[config.mk]
export PLATFORM = sky130hd
export DESIGN_NAME = queue_arbiter
export DESIGN_NICKNAME = d
export VERILOG_FILES = /design/src/rtl/queue_arbiter.sv
export SDC_FILE = /design/constraint.sdc
export NUM_CORES = 1
export LEC_CHECK = 0
export BUFFER_PORTS_ARGS = -buffer_cell sky130_fd_sc_hd__buf_2
export CAP_MARGIN = 20
export CORE_AREA = 2 2 68 70
export CTS_CLUSTER_DIAMETER = 60
export CTS_CLUSTER_SIZE = 24
export DETAILED_ROUTE_END_ITERATION = 6
export DIE_AREA = 0 0 70 72
export PLACE_DENSITY = 0.73
export SYNTH_ARGS = -nofsm -noshare
export SYNTH_HDL_FRONTEND = slang
export SYNTH_SLANG_ARGS = --single-unit
[constraint.sdc]
create_clock -name clk -period 1.68 [get_ports clk]
set_input_delay 0 -clock clk [delete_from_list [all_inputs] [get_ports clk]]
set_output_delay 0 -clock clk [all_outputs]
set_load 0.1 [all_outputs]
[src/rtl/queue_arbiter.sv]
// Two-requester round-robin enqueue arbiter in front of an 8x4 external
// register file, with a registered dequeue port and an 8-cycle clear sequence.
module queue_arbiter (
    input  logic       clk,
    input  logic       rst,
    input  logic       req0,
    input  logic       req1,
    input  logic [3:0] din0,
    input  logic [3:0] din1,
    output logic       ack0,
    output logic       ack1,
    input  logic       deq,
    output logic [3:0] dout,
    output logic       dvalid,
    input  logic       flush,
    output logic       busy,
    output logic       full,
    output logic       emp,
    output logic [3:0] count,
    output logic [7:0] valid,
    output logic [2:0] rp,
    output logic [2:0] wp,
    output logic [2:0] ra,
    input  logic [3:0] rd,
    output logic       we,
    output logic [2:0] wa,
    output logic [3:0] wd
);

    typedef enum logic {IDLE, FLUSH} state_t;

    state_t     state, state_nx;
    logic [2:0] k;
    logic       prio;
    logic       gnt0, gnt1, grant, do_deq;

    always_comb begin
        state_nx = state;
        gnt0     = 1'b0;
        gnt1     = 1'b0;
        do_deq   = 1'b0;
        we       = 1'b0;
        wa       = wp;
        wd       = din0;
        if (!rst) begin
            unique case (state)
                IDLE: begin
                    // prio names the requester that wins a tie
                    if (count < 4'd8) begin
                        if (req0 && (!req1 || !prio))
                            gnt0 = 1'b1;
                        else if (req1)
                            gnt1 = 1'b1;
                    end
                    do_deq = deq && (count != 4'd0);
                    we     = gnt0 | gnt1;
                    wd     = gnt1 ? din1 : din0;
                    if (flush)
                        state_nx = FLUSH;
                end
                FLUSH: begin
                    we = 1'b1;
                    wa = k;
                    wd = 4'd0;
                    if (k == 3'd7)
                        state_nx = IDLE;
                end
                default: state_nx = IDLE;
            endcase
        end
    end

    assign ack0  = gnt0;
    assign ack1  = gnt1;
    assign grant = gnt0 | gnt1;

    always_ff @(posedge clk) begin
        if (rst) begin
            state  <= IDLE;
            k      <= 3'd0;
            prio   <= 1'b0;
            rp     <= 3'd0;
            wp     <= 3'd0;
            count  <= 4'd0;
            valid  <= 8'd0;
            dout   <= 4'd0;
            dvalid <= 1'b0;
        end else begin
            state  <= state_nx;
            dvalid <= do_deq;
            if (do_deq) begin
                dout      <= rd;
                rp        <= rp + 3'd1;
                valid[rp] <= 1'b0;
            end
            if (grant) begin
                wp        <= wp + 3'd1;
                valid[wp] <= 1'b1;
                prio      <= gnt0;
            end
            if (grant && !do_deq)
                count <= count + 4'd1;
            else if (do_deq && !grant)
                count <= count - 4'd1;
            if (state == IDLE && flush)
                k <= 3'd0;
            if (state == FLUSH) begin
                k <= k + 3'd1;
                // last clear cycle empties the queue bookkeeping
                if (k == 3'd7) begin
                    rp    <= 3'd0;
                    wp    <= 3'd0;
                    count <= 4'd0;
                    valid <= 8'd0;
                end
            end
        end
    end

    assign busy = (state == FLUSH);
    assign full = (count == 4'd8);
    assign emp  = (count == 4'd0);
    assign ra   = rp;

endmodule

* Word-level counts from Yosys, hierarchy flattened
Index checks and enable logic that the tools add are counted. W data, S select, Z words.
Word-level totals: register bits 28, bits of input ports 18, output and inout port bits 39, logic and storage cells 88
Operators by class: add/subtract/negate cells 5, magnitude comparators 5, eq/ne operators 2, mux-type cells 46, bitwise gates (word level) 6, reductions and logical operators 15
Operators by type and width (count):
- $mux W8 | 5
- $mux W3 | 10
- $mux W4 | 6
- $mux W1 | 20
- $add A3 B1 Y3 const B | 3
- $and A8 B8 Y8 | 1
- $lt A3 B4 Y1 const B | 2
- $not A8 Y8 | 1
- $or A8 B8 Y8 | 1
- $pmux W4 S2 | 1
- $logic_and A1 B1 Y1 | 7
- $demux W1 S3 | 2
- $ge A3 B1 Y1 const B | 2
- $add A4 B1 Y4 const B | 1
- $eq A4 B4 Y1 const B | 1
- $logic_not A1 Y1 | 4
- $logic_not A4 Y1 | 1
- $lt A4 B4 Y1 const B | 1
- $pmux W1 S2 | 2
- $reduce_bool A4 Y1 | 1
- $sub A4 B1 Y4 const B | 1
- $eq A3 B3 Y1 const B | 1
- $or A1 B1 Y1 | 2
- $reduce_bool A2 Y1 | 1
- other kinds (2) | 2

* Depth between registers and ports, before layout
Gate-level depths: netlist of the first run.
depth after elaboration 16, mapped depth 8, depth with buffers taken out 7

* Least setup slack after synthesis of the first run
OpenSTA, ideal clock, no wires.
path type reg2reg, start point register count[0], end point register count[1], setup time 0.091 ns, arrival time 3.138 ns, required time 1.589 ns, path slack -1.549 ns, stages on the path, launching flop included 8, path buffers 1, period minus slack after synthesis 3.229 ns, cells stage by stage dfxtp_1 inv_1 ha_1 nor3b_2 or2_4 buf_6 o21ai_0 a311oi_1
Between the ends: word-level cells in the longest chain between the ends 13, elaborated cells on any way between the ends 26, classes of those cells add/sub (2); order compare (1); mux (16); bitwise (1); reduce/logical (6)
Ends and longest elaborated chain:
- from (decl) | line 19 | output logic [3:0] count,
- from (signal assigned) | line 102 | count <= count + 4'd1;
- from (signal assigned) | line 104 | count <= count - 4'd1;
- $lt A4 B4 Y1 | line 49 | if (count < 4'd8) begin
- $mux W1 | line 49
- $mux W1 | line 46 | unique case (state)
- $mux W1 | line 45 | if (!rst) begin
- $mux W1 | line 46
- $mux W1 | line 45
- $or A1 B1 Y1 | line 75 | assign grant = gnt0 | gnt1;
- $logic_not A1 Y1 | line 103 | else if (do_deq && !grant)
- $logic_and A1 B1 Y1 | line 103
- $mux W4 | line 103
- $mux W4 * | line 101 | if (grant && !do_deq)
- $mux W4 | line 110 | if (k == 3'd7) begin
- $mux W4 * | line 107 | if (state == FLUSH) begin
Every way passes the cells marked *; elsewhere a longest branch is shown, timed or not. The select of a mux whose other input is x is not followed. A chain may end at the register's enable or synchronous reset.

* Final worst setup path of the first run
start point register count[1], end point output port emp
Between the ends: word-level cells in the longest chain between the ends 1
Ends and longest elaborated chain:
- $logic_not A4 Y1 | line 122 | assign emp = (count == 4'd0);
- to (decl) | line 18 | output logic emp,
No other way between the ends.

==> results of run 1 <==
-- flip-flops by register name (all words and copies together) (netlist names) --
name / count
valid: 8
count: 4
dout: 4
k: 3
ra: 3
wp: 3
busy: 1
dvalid: 1
prio: 1
-- cell families (layout without fill, tap and decap cells) --
kind of cell | count (synthesis) | in the layout | share of synthesized area, %
multiplexers | 11 | 11 | 7.78
AO/OA/AOI/OAI | 24 | 24 | 12.4
buffers and inverters | 17 | 83 | 7.10
XOR/XNOR | 3 | 3 | 1.80
adder cells (fa/ha/maj) | 6 | 6 | 5.13
AND/OR/NAND/NOR | 78 | 78 | 27.5
flip-flops | 28 | 28 | 38.3
-- where the power goes --
group	internal [uW]	total, uW	switching, uW
clock network	210	427	217
registers	747	831	84.7
logic	413	1500	1080
-- metal layers --
layer  vias to the layer above  GRT usage, %  wire [um]
li1                        720             -          -
met1                       669          18.5       1730
met2                        29          25.4       1950
met3                         2          2.64        160
met4                         0          3.85         14
met5                         -             0          0
-- cell usage in the layout, fill, tap and decap left out, drive strengths merged, types with 2 or more instances in the layout --
cell type	synthesis	routed
a32o	4	4
xnor2	2	2
dlygate4sd3	0	5
dfxtp	28	28
a21oi	5	5
nand3	9	9
nand2b	3	3
mux2i	8	8
nor4b	2	2
and2	2	2
o32ai	2	2
clkbuf	3	4
buf	9	69
mux2	3	3
o21ai	3	3
nor3b	4	4
or2	2	2
nor2	19	19
inv	5	5
ha	6	6
and3	2	2
nand2	24	24
nor2b	2	2
nand4b	2	2
nor3	3	3
-- stage by stage --
step,util [%],worst slack (ns)
final,51.1,0.0624
after global routing,51.1,-0.00272
after CTS,49.6,0.0230
after detailed placement,47.1,0.0790
after global placement,47.1,0.119
after floorplan,-,-0.668
-- worst max-delay path by stage --
stage / startpoint / end / slack, ns / depth (start not counted)
global route: count[1]$_SDFF_PP0_ / emp / -0.003 / 4
detailed placement: busy$_SDFF_PP0_ / valid[3]$_SDFF_PP0_ / 0.08 / 5
floorplan: count[1]$_SDFF_PP0_ / count[1]$_SDFF_PP0_ / -0.67 / 7
CTS: count[1]$_SDFF_PP0_ / emp / 0.02 / 4
finish: count[1]$_SDFF_PP0_ / emp / 0.06 / 4
global placement: busy$_SDFF_PP0_ / valid[3]$_SDFF_PP0_ / 0.12 / 5
-- repair_timing --
action,in CTS,in global routing
setup buffers,0,4
pin swaps,0,3
hold buffers,5,0
gates resized for setup,1,9
hold endpoints to repair,5,0
endpoints found under the setup margin,3,9
-- layout make-up --
type / instances / area [um2]
multi-input combinational: 122 / 907
sequential: 28 / 578
fill: 403 / 2080
timing repair buffer: 74 / 552
inverter: 5 / 23.8
tap: 52 / 65.1
clock buffer: 4 / 55.1
-- worst min-delay path, delay by kind of cell --
family	cells	cell delay (ns)
buf+inv	2	0.28
simple gates	1	0.06
==> metrics.md, run 1 <==
| Metric | Value |
|---|---|
| Status | `completed` |
| Residual DRC count | `0` |
| CTS Buf Count | `3` |
| Final net count | `258` |
| Most common cell in the netlist | `dfxtp_1` |
| Worst hold margin | `0.0951 ns` |
| First-pass DRT Iterations | `4` |
| Unique cell type count in the Yosys netlist | `45` |
| Remaining Overflow, GRT | `0` |
| Port bufs | `56` |
| Ys flop type | `dfxtp_1` |
| Initial antenna violation count | `0` |
| FF-to-FF path depth | `7` |
| Tot GR Track Use | `14.5%` |
| CP Max Fanout | `6` |
| Worst-path clk slew | `0.10 ns` |
| Placed Cells | `272` |
| Final count of hold timing violations | `0` |
| Final Max Slew Viols | `0` |
| H-tree depth | `1` |
| Setup_tns | `0 ns` |
| Cell family with most CP delay | `buffers and inverters` |
| Core area | `4260 um2` |
| Remaining antenna violation count after routing | `0` |
| Area growth syn-to-layout | `49.1%` |
| Commonest cells post-synth | `dfxtp_1, nand2_1, nor2_1` |
| Crit-path cells | `inv_4 > ha_4 > nor3b_4 > buf_2` |
| Hold Path Class | `input port to flop` |
| EDFF count, synth | `0` |
| Max clock buf depth | `2` |
| Placed inst area | `2010 um2` |
| Chip Width | `70 um` |
| Vias in the first global route | `1,287` |
| HPWL after DPL | `2.82 mm` |
| Tmin final | `1.62 ns` |
| Synthesized Nets | `191` |
| Die Footprint | `5040 um2` |
| N_diodes | `0` |
| Yosys reg bits | `28` |
| I/O pin count | `57` |
| Worst path arrival time | `1.62 ns` |
| Worst-skew pair later-pin latency | `0.28 ns` |
| CP Class | `flop to output pin` |
| Slowest cell on the critical path | `buf_2` |
| Pleak | `0.00101 uW` |
| WP data required | `1.68 ns` |
| Final Cycle Share | `96.3%` |
| Avg WL per Cell | `13.5 um` |
| Share of cells above drive strength 1 | `46.8%` |
| Final setup viols | `0` |
| Num rows | `24` |
| Worst R2R Start | `count[1]$_SDFF_PP0_` |
| Buffers & Inverters on Critical Path | `2` |
| Critical Path End Type | `output pin` |
| YS warnings | `0` |
| DR iter-0 viols | `98` |
| Sequential cell area fraction in the yosys report | `38.3%` |
| Fmax | `618 MHz` |
| DR vias | `1,420` |
| Netlist Area Pre-Place | `1460 um2` |
| Starting Density | `34.3%` |
| Mapped Cells | `167` |
| Hold EP | `k[2]$_SDFFE_PP0P_` |
| Synth area leader | `dfxtp_1` |
| Max-slew headroom | `67.0%` |
| Top cell type's share of synthesized area | `38.3%` |
| Maximum VDD drop | `1.15 mV` |
| Placer congestion estimate | `0.787` |
| Hold Path Origin | `rst` |
| Total Power | `2750 uW` |
| Worst flop-to-flop path endpoint | `valid[5]$_SDFF_PP0_` |
| Root buffer cell | `clkbuf_8` |
| Critical Path Max Stage Delay | `0.50 ns` |
| Num Clock Sinks | `28` |
| Max cap viols | `0` |
| Final cell count without fillers | `285` |
| Crit start category | `flop` |
| WHS Path Cells | `3` |
| Pwr dens | `1260 nW/um2` |
| Pin count of the biggest net entering global routing | `16` |
| First-pass GRT wire length | `5.96 mm` |
| Post-route cell area | `2180 um2` |
| R2R setup slack | `0.08 ns` |
| Die Height | `72 um` |
| Drt via density | `4.98` |
| Clock skew | `0.00743 ns` |
| Ranking of synthesized cells by area | `dfxtp_1, nand2_1, mux2i_1` |
| Mean Syn Cell Area | `8.76 um2` |
| Post-Route WL | `3.85 mm` |
| FFs w/ async S/R, synth | `0%` |
| CTS tree | `built` |
| Slew @ Worst Pin | `0.498 ns` |
Note: power is estimated with default switching activity, not from simulation.
==> run 2, diff against run 1 <==
Settings changed: GPL_TIMING_DRIVEN set to 0.
==> run 2 against run 1 <==
Against the previous run:
- the run now ends with setup timing left
- highest routed layer unchanged
- setup slack worse by 0.072 ns
- utilization is 0.79 points lower
- power is 0.37% higher
- critical endpoint is now valid[2]$_SDFF_PP0_
- combinational power hardly changed
- global-route usage is 0.15 points higher
==> metrics.md, run 2 (synthesized netlist as in run 1, its figures left out) <==
| Metric | Value |
|---|---|
| Pin count of the biggest net entering global routing | `17 (was 16)` |
| Top Layer Used | `met4 (unchanged)` |
| Die Footprint | `5040 um2 (unchanged)` |
| Failing checks | `setup timing` |
| Share of cells above drive strength 1 | `47.7% (was 46.8%)` |
| CTS Buf Count | `3 (unchanged)` |
| Max cap viols | `0 (unchanged)` |
| I/O pin count | `57 (unchanged)` |
| Hold Path Class | `input port to flop (unchanged)` |
| Worst-skew pair later-pin latency | `0.28 ns (about the same)` |
| FILL cells | `416 (was 403)` |
| Initial antenna violation count | `0 (unchanged)` |
| Starting Density | `34.3% (unchanged)` |
| Worst-path clk slew | `0.11 ns (was 0.10 ns)` |
| Most common cell after layout, fill and taps aside | `buf_2 (unchanged)` |
| Max reg flops | `8 (unchanged)` |
| CTS tree | `built (unchanged)` |
| H-tree depth | `1 (unchanged)` |
| Avg WL per Cell | `13.0 um (was 13.5 um)` |
| Final count of hold timing violations | `0 (unchanged)` |
| Crit start category | `flop (unchanged)` |
| First-pass DRT Iterations | `4 (unchanged)` |
| Pleak | `0.00101 uW (about the same)` |
| Port bufs | `55 (was 56)` |
| Slew @ Worst Pin | `0.486 ns (was 0.498 ns)` |
| Max clock buf depth | `2 (unchanged)` |
| Die Height | `72 um (unchanged)` |
| Register area | `578 um2 (unchanged)` |
| Critical Path End Type | `flop (was output pin)` |
| Final Cycle Share | `101% (was 96.3%)` |
| Largest Register | `valid (unchanged)` |
| Worst path arrival time | `1.86 ns (was 1.62 ns)` |
| Num rows | `24 (unchanged)` |
| Top flop regs | `valid (8), count (4), dout (4) (unchanged)` |
| WP data required | `1.85 ns (was 1.68 ns)` |
| Tmin final | `1.69 ns (was 1.62 ns)` |
| Residual DRC count | `0 (unchanged)` |
| Max-slew headroom | `67.4% (was 67.0%)` |
| Maximum VDD drop | `1.00 mV (was 1.15 mV)` |
| CP Class | `flop to flop (was flop to output pin)` |
| Remaining antenna violation count after routing | `0 (unchanged)` |
| Post-Route WL | `3.74 mm (was 3.85 mm)` |
| Chip Width | `70 um (unchanged)` |
| Root buffer cell | `clkbuf_8 (unchanged)` |
| Placer congestion estimate | `0.783 (was 0.787)` |
| Area growth syn-to-layout | `46.8% (was 49.1%)` |
| Met3 wire length | `143 um (was 160 um)` |
| HPWL after DPL | `2.70 mm (was 2.82 mm)` |
| Status | `complete, but fails checks (was completed)` |
| Remaining Overflow, GRT | `0 (unchanged)` |
| M1 WL | `1.72 mm (was 1.73 mm)` |
| Final setup viols | `1 (was 0)` |
| DR vias | `1,436 (was 1,420)` |
| Final net count | `260 (was 258)` |
| Fin util | `50.4% (was 51.1%)` |
| Final WS setup | `-0.00980 ns (was 0.0624 ns)` |
| Drt via density | `5.00 (was 4.98)` |
| Fmax | `592 MHz (was 618 MHz)` |
| Routed wl met2 | `1.85 mm (was 1.95 mm)` |
| Core area | `4260 um2 (unchanged)` |
| Footprint of the multi-input gates | `932 um2 (was 907 um2)` |
| N_diodes | `0 (unchanged)` |
| Tot GR Track Use | `14.6% (was 14.5%)` |
| Clock skew | `0.0147 ns (was 0.00743 ns)` |
| Num Clock Sinks | `28 (unchanged)` |
| Final Max Slew Viols | `0 (unchanged)` |
| DR iter-0 viols | `56 (was 98)` |
| RSZ-0062 raised after global routing | `yes` |
| Pwr dens | `1290 nW/um2 (was 1260 nW/um2)` |
| CP Max Fanout | `10 (was 6)` |
| First-pass GRT wire length | `6.10 mm (was 5.96 mm)` |
| Post-place setup slack | `-0.0914 ns (was 0.0790 ns)` |
| Most frequent cells in the layout | `buf_2, nand2_1, dfxtp_1 (unchanged)` |
| Vias in the first global route | `1,347 (was 1,287)` |
run 2: final cells by class:
class | count | area share [%]
clock buffer | 4 | 3.09
sequential | 28 | 26.9
inverter | 5 | 1.11
multi-input combinational | 122 | 43.4
tap | 52 | 3.03
timing repair buffer | 65 | 18.4
buffer | 11 | 4.02
run 2: metrics by stage:
step                instances  TNS (ns)  hold WS, ns  instance area (um2)  total power [uW]
global route              287    -0.134        0.130                 2150              2870
finish                    287  -0.00980        0.117                 2150              2760
floorplan                 167    -11.60        0.103                 1560              1970
detailed placement        274    -0.600        0.191                 1900              2180
CTS                       287         0        0.121                 2110              2720
global placement          274    -0.112        0.189                 1900              2170
run 2: worst paths after layout:
check                                     startpoint              endpoint  slack, ns  depth (start not counted)
worst max-delay path                 busy$_SDFF_PP0_   valid[2]$_SDFF_PP0_      -0.01                          5
worst min-delay path                            req0     prio$_SDFFE_PP0N_       0.12                          3
worst max register to register       busy$_SDFF_PP0_   valid[2]$_SDFF_PP0_      -0.01                          5
worst min register to register  dout[3]$_SDFFE_PP0N_  dout[3]$_SDFFE_PP0N_       0.46                          2
run 2: critical path, cell delays in order (launching register included):
cell and delay, ns:
dfxtp_4 0.37, or3b_4 0.41, or2_4 0.27, buf_8 0.15, nor4b_4 0.26, o32ai_1 0.12
run 2: what timing repair did:
| action | 4_1_cts | 5_1_grt |
|---|---|---|
| endpoints found under the setup margin | 21 | 20 |
| hold buffers | 6 | 0 |
| endpoints found under the hold margin | 8 | 0 |
| resized for setup | 15 | 17 |
| buffers inserted | 3 | 1 |
| pin swaps | 3 | 7 |
run 2: metal layers:
layer	global-route usage, %	vias to the layer above
li1	-	724
met1	19.6	676
met2	24.4	31
met3	2.64	5
met4	4.06	0
met5	0	-
run 2: power by group:
part	leakage [uW]	switching [uW]	internal, uW	total [uW]
Clock	0.0000339	218	259	477
Combinational	0.000748	1090	375	1470
Sequential	0.000232	72.3	746	819
Total	0.00101	1380	1380	2760
